File: src/rtl/ts_bus_pkg.sv
// ts_bus_pkg: shared state type and width helpers for the tri-state bus arbiter
package ts_bus_pkg;

    typedef enum logic [1:0] {ST_IDLE, ST_DRIVE, ST_TURN} state_t;

    function automatic int id_w(input int n);
        return (n > 1) ? $clog2(n) : 1;
    endfunction

    function automatic int cnt_w(input int turn, input int hold);
        return $clog2(((turn > hold) ? turn : hold) + 1);
    endfunction

endpackage

File: src/rtl/ts_bus_rr_pick.sv
// ts_bus_rr_pick: picks the first set request searching upward from ptr+1, wrapping modulo N
module ts_bus_rr_pick
    import ts_bus_pkg::*;
#(
    parameter int N  = 4,
    parameter int IW = id_w(N)
)(
    input  logic [N-1:0]  i_req,
    input  logic [IW-1:0] i_ptr,
    output logic [IW-1:0] o_win,
    output logic          o_any
);

    logic [IW-1:0] w_idx;

    // scan farthest-first so the nearest set bit after the pointer is the last one kept
    always_comb begin
        o_win = '0;
        o_any = 1'b0;
        w_idx = '0;
        for (int k = N; k >= 1; k--) begin
            w_idx = IW'((int'(i_ptr) + k) % N);
            if (i_req[w_idx]) begin
                o_win = w_idx;
                o_any = 1'b1;
            end
        end
    end

endmodule

File: src/rtl/ts_bus_arbiter.sv
// ts_bus_arbiter: round-robin owner of a shared tri-state bus with a TURN gap between owners; optional hold limit via TS_BUS_ARB_TIMEOUT_EN
module ts_bus_arbiter
    import ts_bus_pkg::*;
#(
    parameter int N           = 4,
    parameter int TURN_CYCLES = 1,
    parameter int MAX_HOLD    = 16
)(
    input  logic                 clk,
    input  logic                 rst_n,
    input  logic [N-1:0]         req,
    output logic [N-1:0]         oe,
    output logic [$clog2(N)-1:0] grant_id,
    output logic                 bus_busy,
    output logic                 timeout
);

    localparam int IW = id_w(N);
    localparam int CW = cnt_w(TURN_CYCLES, MAX_HOLD);
    localparam logic [CW-1:0] T_LAST = CW'(TURN_CYCLES - 1);

    state_t        r_state, w_state_n;
    logic [N-1:0]  r_oe, w_oe_n;
    logic [IW-1:0] r_gid, w_gid_n, r_ptr, w_ptr_n, w_win;
    logic [CW-1:0] r_tcnt, w_tcnt_n;
    logic          w_any, w_arb, w_release;
`ifdef TS_BUS_ARB_TIMEOUT_EN
    localparam logic [CW-1:0] H_LAST = CW'(MAX_HOLD - 1);
    logic [CW-1:0] r_hcnt, w_hcnt_n;
    logic          r_to, w_to_n;
`endif

    ts_bus_rr_pick #(.N(N), .IW(IW)) u_pick (
        .i_req (req),
        .i_ptr (r_ptr),
        .o_win (w_win),
        .o_any (w_any)
    );

    // state register; reset drops every enable on the same edge with no turnaround
    always_ff @(posedge clk) begin
        if (!rst_n) begin
            r_state <= ST_IDLE;
            r_oe    <= '0;
            r_gid   <= '0;
            r_ptr   <= IW'(N - 1);
            r_tcnt  <= '0;
`ifdef TS_BUS_ARB_TIMEOUT_EN
            r_hcnt  <= '0;
            r_to    <= 1'b0;
`endif
        end else begin
            r_state <= w_state_n;
            r_oe    <= w_oe_n;
            r_gid   <= w_gid_n;
            r_ptr   <= w_ptr_n;
            r_tcnt  <= w_tcnt_n;
`ifdef TS_BUS_ARB_TIMEOUT_EN
            r_hcnt  <= w_hcnt_n;
            r_to    <= w_to_n;
`endif
        end
    end

    // next state: arbitrate from IDLE or the last TURN cycle, release into TURN when the owner lets go
    always_comb begin
        w_state_n = r_state;
        w_oe_n    = r_oe;
        w_gid_n   = r_gid;
        w_ptr_n   = r_ptr;
        w_tcnt_n  = r_tcnt;
        w_arb     = 1'b0;
        w_release = 1'b0;
`ifdef TS_BUS_ARB_TIMEOUT_EN
        w_hcnt_n  = r_hcnt;
        w_to_n    = 1'b0;
`endif
        case (r_state)
            ST_IDLE:  w_arb = 1'b1;
            ST_DRIVE: begin
                if (!req[r_gid]) begin
                    w_release = 1'b1;
                end
`ifdef TS_BUS_ARB_TIMEOUT_EN
                else if (r_hcnt == H_LAST) begin
                    w_release = 1'b1;
                    w_to_n    = 1'b1;
                end else begin
                    w_hcnt_n  = r_hcnt + 1'b1;
                end
`endif
            end
            ST_TURN: begin
                w_arb    = (r_tcnt == T_LAST);
                w_tcnt_n = (r_tcnt == T_LAST) ? r_tcnt : r_tcnt + 1'b1;
            end
            default: w_state_n = ST_IDLE;
        endcase
        if (w_release) begin
            w_state_n = ST_TURN;
            w_oe_n    = '0;
            w_tcnt_n  = '0;
        end
        if (w_arb) begin
            w_state_n = w_any ? ST_DRIVE : ST_IDLE;
            w_oe_n    = w_any ? ({{(N-1){1'b0}}, 1'b1} << w_win) : '0;
            w_gid_n   = w_any ? w_win : r_gid;
            w_ptr_n   = w_any ? w_win : r_ptr;
            w_tcnt_n  = '0;
`ifdef TS_BUS_ARB_TIMEOUT_EN
            w_hcnt_n  = '0;
`endif
        end
    end

    assign oe       = r_oe;
    assign grant_id = r_gid;
    assign bus_busy = |r_oe;
`ifdef TS_BUS_ARB_TIMEOUT_EN
    assign timeout  = r_to;
`else
    assign timeout  = 1'b0;
`endif

endmodule

File: config.mk
export PLATFORM = sky130hd
export DESIGN_NAME = ts_bus_arbiter
export DESIGN_NICKNAME = d
export VERILOG_FILES = /design/src/rtl/ts_bus_pkg.sv /design/src/rtl/ts_bus_rr_pick.sv /design/src/rtl/ts_bus_arbiter.sv
export SDC_FILE = /design/constraint.sdc
export NUM_CORES = 1
export LEC_CHECK = 0
export BUFFER_PORTS_ARGS = -buffer_cell sky130_fd_sc_hd__buf_2
export CORE_MARGIN = 3
export CORE_UTILIZATION = 52
export DETAILED_ROUTE_END_ITERATION = 7
export PLACE_DENSITY = 0.79
export SYNTH_ARGS = -nofsm -noshare
export SYNTH_HDL_FRONTEND = slang
export SYNTH_SLANG_ARGS = --single-unit
File: constraint.sdc
create_clock -name clk -period 2.4 [get_ports clk]
set_input_delay 0.72 -clock clk [delete_from_list [all_inputs] [get_ports clk]]
set_output_delay 0.72 -clock clk [all_outputs]
set_load 0.1 [all_outputs]
==> results of run 1 <==
==> layout make-up <==
class	instances	area, µm²	share of cell area
Multi-Input combinational cell	62	444	0.513
Sequential cell	15	300	0.347
Timing Repair Buffer	12	60.1	0.0694
Clock buffer	3	22.5	0.0260
Tap cell	15	18.8	0.0217
Inverter	4	15.0	0.0173
Clock inverter	1	5.00	0.00578
==> critical path: stages, from the launching register on <==
cell and delay, ns:
dfxtp_1 0.33, or4_4 0.52, buf_2 0.30
==> worst min-delay path by stage <==
stage | startpoint | endpoint | slack (ns)
floorplan | r_tcnt[4] | r_tcnt[4] | 0.48
global placement | oe[3] | oe[3] | 0.47
detailed placement | oe[3] | oe[3] | 0.48
CTS | oe[3] | oe[3] | 0.49
global route | oe[3] | oe[3] | 0.51
finish | oe[3] | oe[3] | 0.49
==> cell usage in the layout, fill, tap and decap left out, types with 3 or more instances in the layout <==
cell type,count
inv_1,4
clkbuf_4,3
xor2_1,3
nand3_1,3
dfxtp_1,15
a21boi_0,3
nor2_1,11
buf_2,12
nand2_1,8
==> through the flow <==
| stage | instances | setup slack (ns) | instance area [µm²] | util | hold WS, ns |
|---|---|---|---|---|---|
| after floorplan | 84 | 0.0121 | 774 | - | 0.481 |
| after global placement | 108 | 0.222 | 838 | 0.621 | 0.468 |
| after detailed placement | 108 | 0.193 | 838 | 0.621 | 0.478 |
| after CTS | 112 | 0.237 | 866 | 0.641 | 0.491 |
| after global routing | 112 | 0.193 | 866 | 0.641 | 0.511 |
| final | 112 | 0.242 | 866 | 0.641 | 0.486 |
==> power groups by stage <==
stage | Combinational, mW | Clock [mW] | Sequential (mW)
finish | 0.216 | 0.146 | 0.284
detailed placement | 0.215 | 0 | 0.289
global route | 0.227 | 0.162 | 0.287
floorplan | 0.110 | 0 | 0.359
CTS | 0.216 | 0.148 | 0.284
global placement | 0.212 | 0 | 0.289
==> sequential cells by signal (all words and copies together), names as in the netlist <==
| name | count |
|---|---|
| r_tcnt | 5 |
| r_state | 2 |
| oe | 4 |
| r_ptr | 2 |
| grant_id | 2 |
==> cells by family after synthesis <==
kind of cell	after synthesis
buf+inv	7
fa+ha+maj	2
mux	2
compound gates	17
flops	15
simple gates	36
xor+xnor	4
other cells	1
==> per-layer routing <==
| layer | up-vias | global-route usage |
|---|---|---|
| met5 | - | 0 |
| met4 | 0 | 0.0542 |
| met3 | 0 | 0.0650 |
| met2 | 21 | 0.264 |
| met1 | 294 | 0.210 |
| li1 | 325 | - |
==> results.sh, run 1 <==
export IMPL_grt_max_degree=13
export IMPL_cts_htree_levels=1
export IMPL_power_frac_clock=0.226
export IMPL_die_w_um=44.5
export IMPL_cts_root_buf="clkbuf_4"
export IMPL_yosys_top_cells_count="15 x dfxtp_1, 11 x nor2_1, 8 x nand2_1"
export IMPL_portBuffers=12
export IMPL_synth_simple_area_share=0.255
export IMPL_postCtsSetupBuffers=0
export IMPL_insertion_delay_ns=0.28
export IMPL_wl_met1_um=707
export IMPL_synth_top_family_by_area="simple AND/OR/NAND/NOR gates"
export IMPL_synth_top_cell_by_area="dfxtp_1"
export IMPL_wl_per_cell_um=13.1
export IMPL_power_density_mw_per_mm2=746
export IMPL_grtUsageTotal=0.168
export IMPL_netlist_area_um2=771
export IMPL_yosysSeqAreaShare=0.390
export IMPL_setup_viol=0
export IMPL_netlist_instances=84
export IMPL_finalClockSkew_ns=0.00181
export IMPL_muxShareOfSynthArea=0.0422
export IMPL_met3_length_um=115
export IMPL_io_pins=14
export IMPL_core_mm2=0.00135
export IMPL_wl_met2_um=648
export IMPL_yosysMostFrequentCell="dfxtp_1"
export IMPL_reg2regPathDepth=6
export IMPL_final_setup_tns_ns=0
export IMPL_hp_class="register to register"
export IMPL_synthToLayoutAreaGrowth_pct=12.3
export IMPL_slew_viol_final=0
export IMPL_clk_pin_slew_ns=0.09
export IMPL_diodes=0
export IMPL_switchingPower_mw=0.266
export IMPL_cts_tree="yes"
export IMPL_firstDrtPassIters=4
export IMPL_rows=13
export IMPL_p_sw_frac=0.412
export IMPL_status="finished, final reports clean"
export IMPL_drive_above_1_share=0.237
export IMPL_p_int_mw=0.380
export IMPL_drc=0
export IMPL_critPathLaunch="oe[3]"
export IMPL_top_layer="met3"
export IMPL_grt_pass1_vias=568
export IMPL_drtIter0Drc=28
export IMPL_p_seq_frac=0.439
export IMPL_ys_warnings_count=0
export IMPL_ir_drop_mv=0.455
export IMPL_cts_buffers=3
export IMPL_crit_type="register to output pin"
export IMPL_crit_path_end_kind="output pin"
export IMPL_critical_path_arrival_ns=1.44
export IMPL_wl_um=1470
export IMPL_cp_start_kind="register"
export IMPL_rsz0062_at_grt="no"
export IMPL_synth_ff_type="dfxtp_1"
export IMPL_rr_endpoint="oe[2]"
export IMPL_syn_mean_instance_area_um2=9.18
export IMPL_power_frac_comb=0.334
export IMPL_nFillCells=119
export IMPL_clockBufferDepth=2
export IMPL_synth_xor_xnor_area_share=0.0455
export IMPL_fp_dieH_um=44.5
export IMPL_cts_sinks=15
export IMPL_fmax_ghz=0.463
export IMPL_cts_resized=0
export IMPL_grt_pass1_wl_um=2400
export IMPL_cts_hold_buffers=0
export IMPL_power_total_mw=0.646
export IMPL_viasPerCell=5.71
export IMPL_grt_overflow=0
export IMPL_synth_fp_nets=92
export IMPL_hold_viol=0
export IMPL_synth_top_area_share=0.390
export IMPL_synth_fa_ha_area_frac=0.0325
export IMPL_synthArstFlopShare=0
export IMPL_final_antenna_net_count=0
export IMPL_antenna_found_initial=0
export IMPL_gp_congestion=0.868
export IMPL_synth_compound_area_share=0.192
export IMPL_yosys_top_cells_area="dfxtp_1 39%, nor2_1 5.4%, nand2_1 3.9%"
export IMPL_cp_endpoint="bus_busy"
export IMPL_reg2reg_from="r_tcnt[0]"
export IMPL_synth_edff_count=0
export IMPL_finalNetCount=106
export IMPL_place_hpwl_um=1140
export IMPL_ys_ff_latch=15
export IMPL_critical_path_required_ns=1.68
export IMPL_period_share=0.899
export IMPL_holdPathStages=2
export IMPL_maxCapViolCount=0
export IMPL_initial_utilization=0.571
export IMPL_min_period_ns=2.16
export IMPL_worstPathMaxFanout=3
export IMPL_vias=640
export IMPL_die_area_mm2=0.00198
export IMPL_leakagePower_nw=0.362
export IMPL_r2r_slack_ns=0.47
export IMPL_yosysUniqueCellTypes=37
Note: power is estimated with default switching activity, not from simulation.
==> run 2, diff against run 1 <==
RECOVER_POWER = 50   (was default)
==> run 2 against run 1 <==
Effect of this change:
- first-iteration DRC count unchanged
- clock-buffer cell count unchanged
- utilization is 0.28 points lower
- register-to-register slack worse by 0.06 ns
- worst setup slack is essentially flat
- largest power group unchanged
==> results.sh, run 2 (synthesis gave the netlist of run 1 again) <==
export IMPL_worst_slew_pin_slew_ns=0.543
export IMPL_critical_path_arrival_ns=1.44
export IMPL_grtUsageTotal=0.168
export IMPL_clockBufferDepth=2
export IMPL_post_place_cells=108
export IMPL_slew_viol_final=0
export IMPL_cts_root_buf="clkbuf_4"
export IMPL_crit_type="register to output pin"
export IMPL_largest_reg_flops=5
export IMPL_grt_pass1_vias=568
export IMPL_power_density_mw_per_mm2=750
export IMPL_fmax_ghz=0.463
export IMPL_finalNetCount=106
export IMPL_hold_end="oe[3]"
export IMPL_core_mm2=0.00135
export IMPL_antenna_found_initial=0
export IMPL_rsz0062_at_grt="no"
export IMPL_layout_commonest_cell="dfxtp_1"
export IMPL_portBuffers=12
export IMPL_reg2reg_from="r_tcnt[0]"
export IMPL_cts_htree_levels=1
export IMPL_final_cell_count_no_fill=112
export IMPL_wl_per_cell_um=13.2
export IMPL_insertion_delay_ns=0.28
export IMPL_wl_um=1480
export IMPL_period_share=0.899
export IMPL_die_area_mm2=0.00198
export IMPL_status="finished, final reports clean"
export IMPL_hp_class="register to register"
export IMPL_worstPathMaxFanout=3
export IMPL_regMostFlops="r_tcnt"
export IMPL_final_antenna_net_count=0
export IMPL_finalClockSkew_ns=0.00192
export IMPL_clk_pin_slew_ns=0.09
export IMPL_final_setup_tns_ns=0
export IMPL_critical_path_required_ns=1.68
export IMPL_die_w_um=44.5
export IMPL_worst_slack_ns=0.242
export IMPL_grt_max_degree=13
export IMPL_hold_worst_slack_ns=0.486
export IMPL_io_pins=14
export IMPL_place_hpwl_um=1140
export IMPL_crit_path_end_kind="output pin"
export IMPL_diodes=0
export IMPL_hold_start="oe[3]"
export IMPL_maxCapViolCount=0
export IMPL_maxSlewHeadroom=0.640
export IMPL_drtIter0Drc=28
export IMPL_hold_viol=0
export IMPL_grt_overflow=0
export IMPL_cts_buffers=3
export IMPL_leakagePower_nw=0.359
export IMPL_utilization=0.639
export IMPL_rows=13
export IMPL_r2r_slack_ns=0.41
export IMPL_postCtsSetupBuffers=0
export IMPL_cts_tree="yes"
export IMPL_holdPathStages=2
export IMPL_reg2regPathDepth=6
export IMPL_initial_utilization=0.571
export IMPL_cp_start_kind="register"
export IMPL_drc=0
export IMPL_synthToLayoutAreaGrowth_pct=11.9
export IMPL_gp_congestion=0.868
export IMPL_ir_drop_mv=0.455
export IMPL_final_cell_mix="15 x dfxtp_1, 11 x nor2_1, 8 x nand2_1"
export IMPL_nFillCells=121
export IMPL_min_period_ns=2.16
export IMPL_dpl_worst_slack_ns=0.193
export IMPL_cts_sinks=15
export IMPL_rr_endpoint="oe[2]"
export IMPL_cts_resized=0
export IMPL_cts_hold_buffers=0
export IMPL_setup_viol=0
export IMPL_fp_dieH_um=44.5
export IMPL_viasPerCell=5.75
export IMPL_grt_pass1_wl_um=2400
export IMPL_vias=644
export IMPL_drive_above_1_share=0.227
export IMPL_firstDrtPassIters=4
-- run 2: metal layers --
metal / routed length [µm] / vias to the layer above / GRT usage
met5: 0 / - / 0
met1: 708 / 299 / 0.210
met2: 662 / 19 / 0.264
li1: - / 324 / -
met4: 8 / 0 / 0.0542
met3: 99 / 2 / 0.0650
-- run 2: worst max path at each step --
stage           startpoint  endpoint  slack [ns]  depth (start not counted)
2_1_floorplan  grant_id[0]     oe[0]        0.01                          5
3_3_place_gp        req[3]     oe[2]        0.22                          6
3_5_place_dp        req[3]     oe[2]        0.19                          6
4_1_cts              oe[3]  bus_busy        0.24                          2
5_1_grt              oe[3]  bus_busy        0.19                          2
6_report             oe[3]  bus_busy        0.24                          2
-- run 2: final cells by class --
type | instances | area [µm²] | area share
tap | 15 | 18.8 | 0.0218
clock inverter | 1 | 5.00 | 0.00581
timing repair buffer | 12 | 60.1 | 0.0697
inverter | 4 | 15.0 | 0.0174
multi-input combinational | 62 | 440 | 0.511
clock buffer | 3 | 22.5 | 0.0261
sequential | 15 | 300 | 0.348
-- run 2: worst max-delay path, cell delays in order, from the launching register on --
cell	delay, ns
dfxtp_1	0.33
or4_4	0.52
buf_2	0.30
-- run 2: through the flow --
stage | area (µm²) | power (mW)
2_1_floorplan | 774 | 0.469
3_3_place_gp | 838 | 0.501
3_5_place_dp | 838 | 0.505
4_1_cts | 866 | 0.648
5_1_grt | 862 | 0.676
6_report | 862 | 0.646
-- run 2: power breakdown --
group	internal (mW)	switching [mW]	total, mW
combinational	0.0518	0.164	0.216
sequential	0.266	0.0181	0.284
clock	0.0619	0.0845	0.146
total	0.380	0.267	0.646
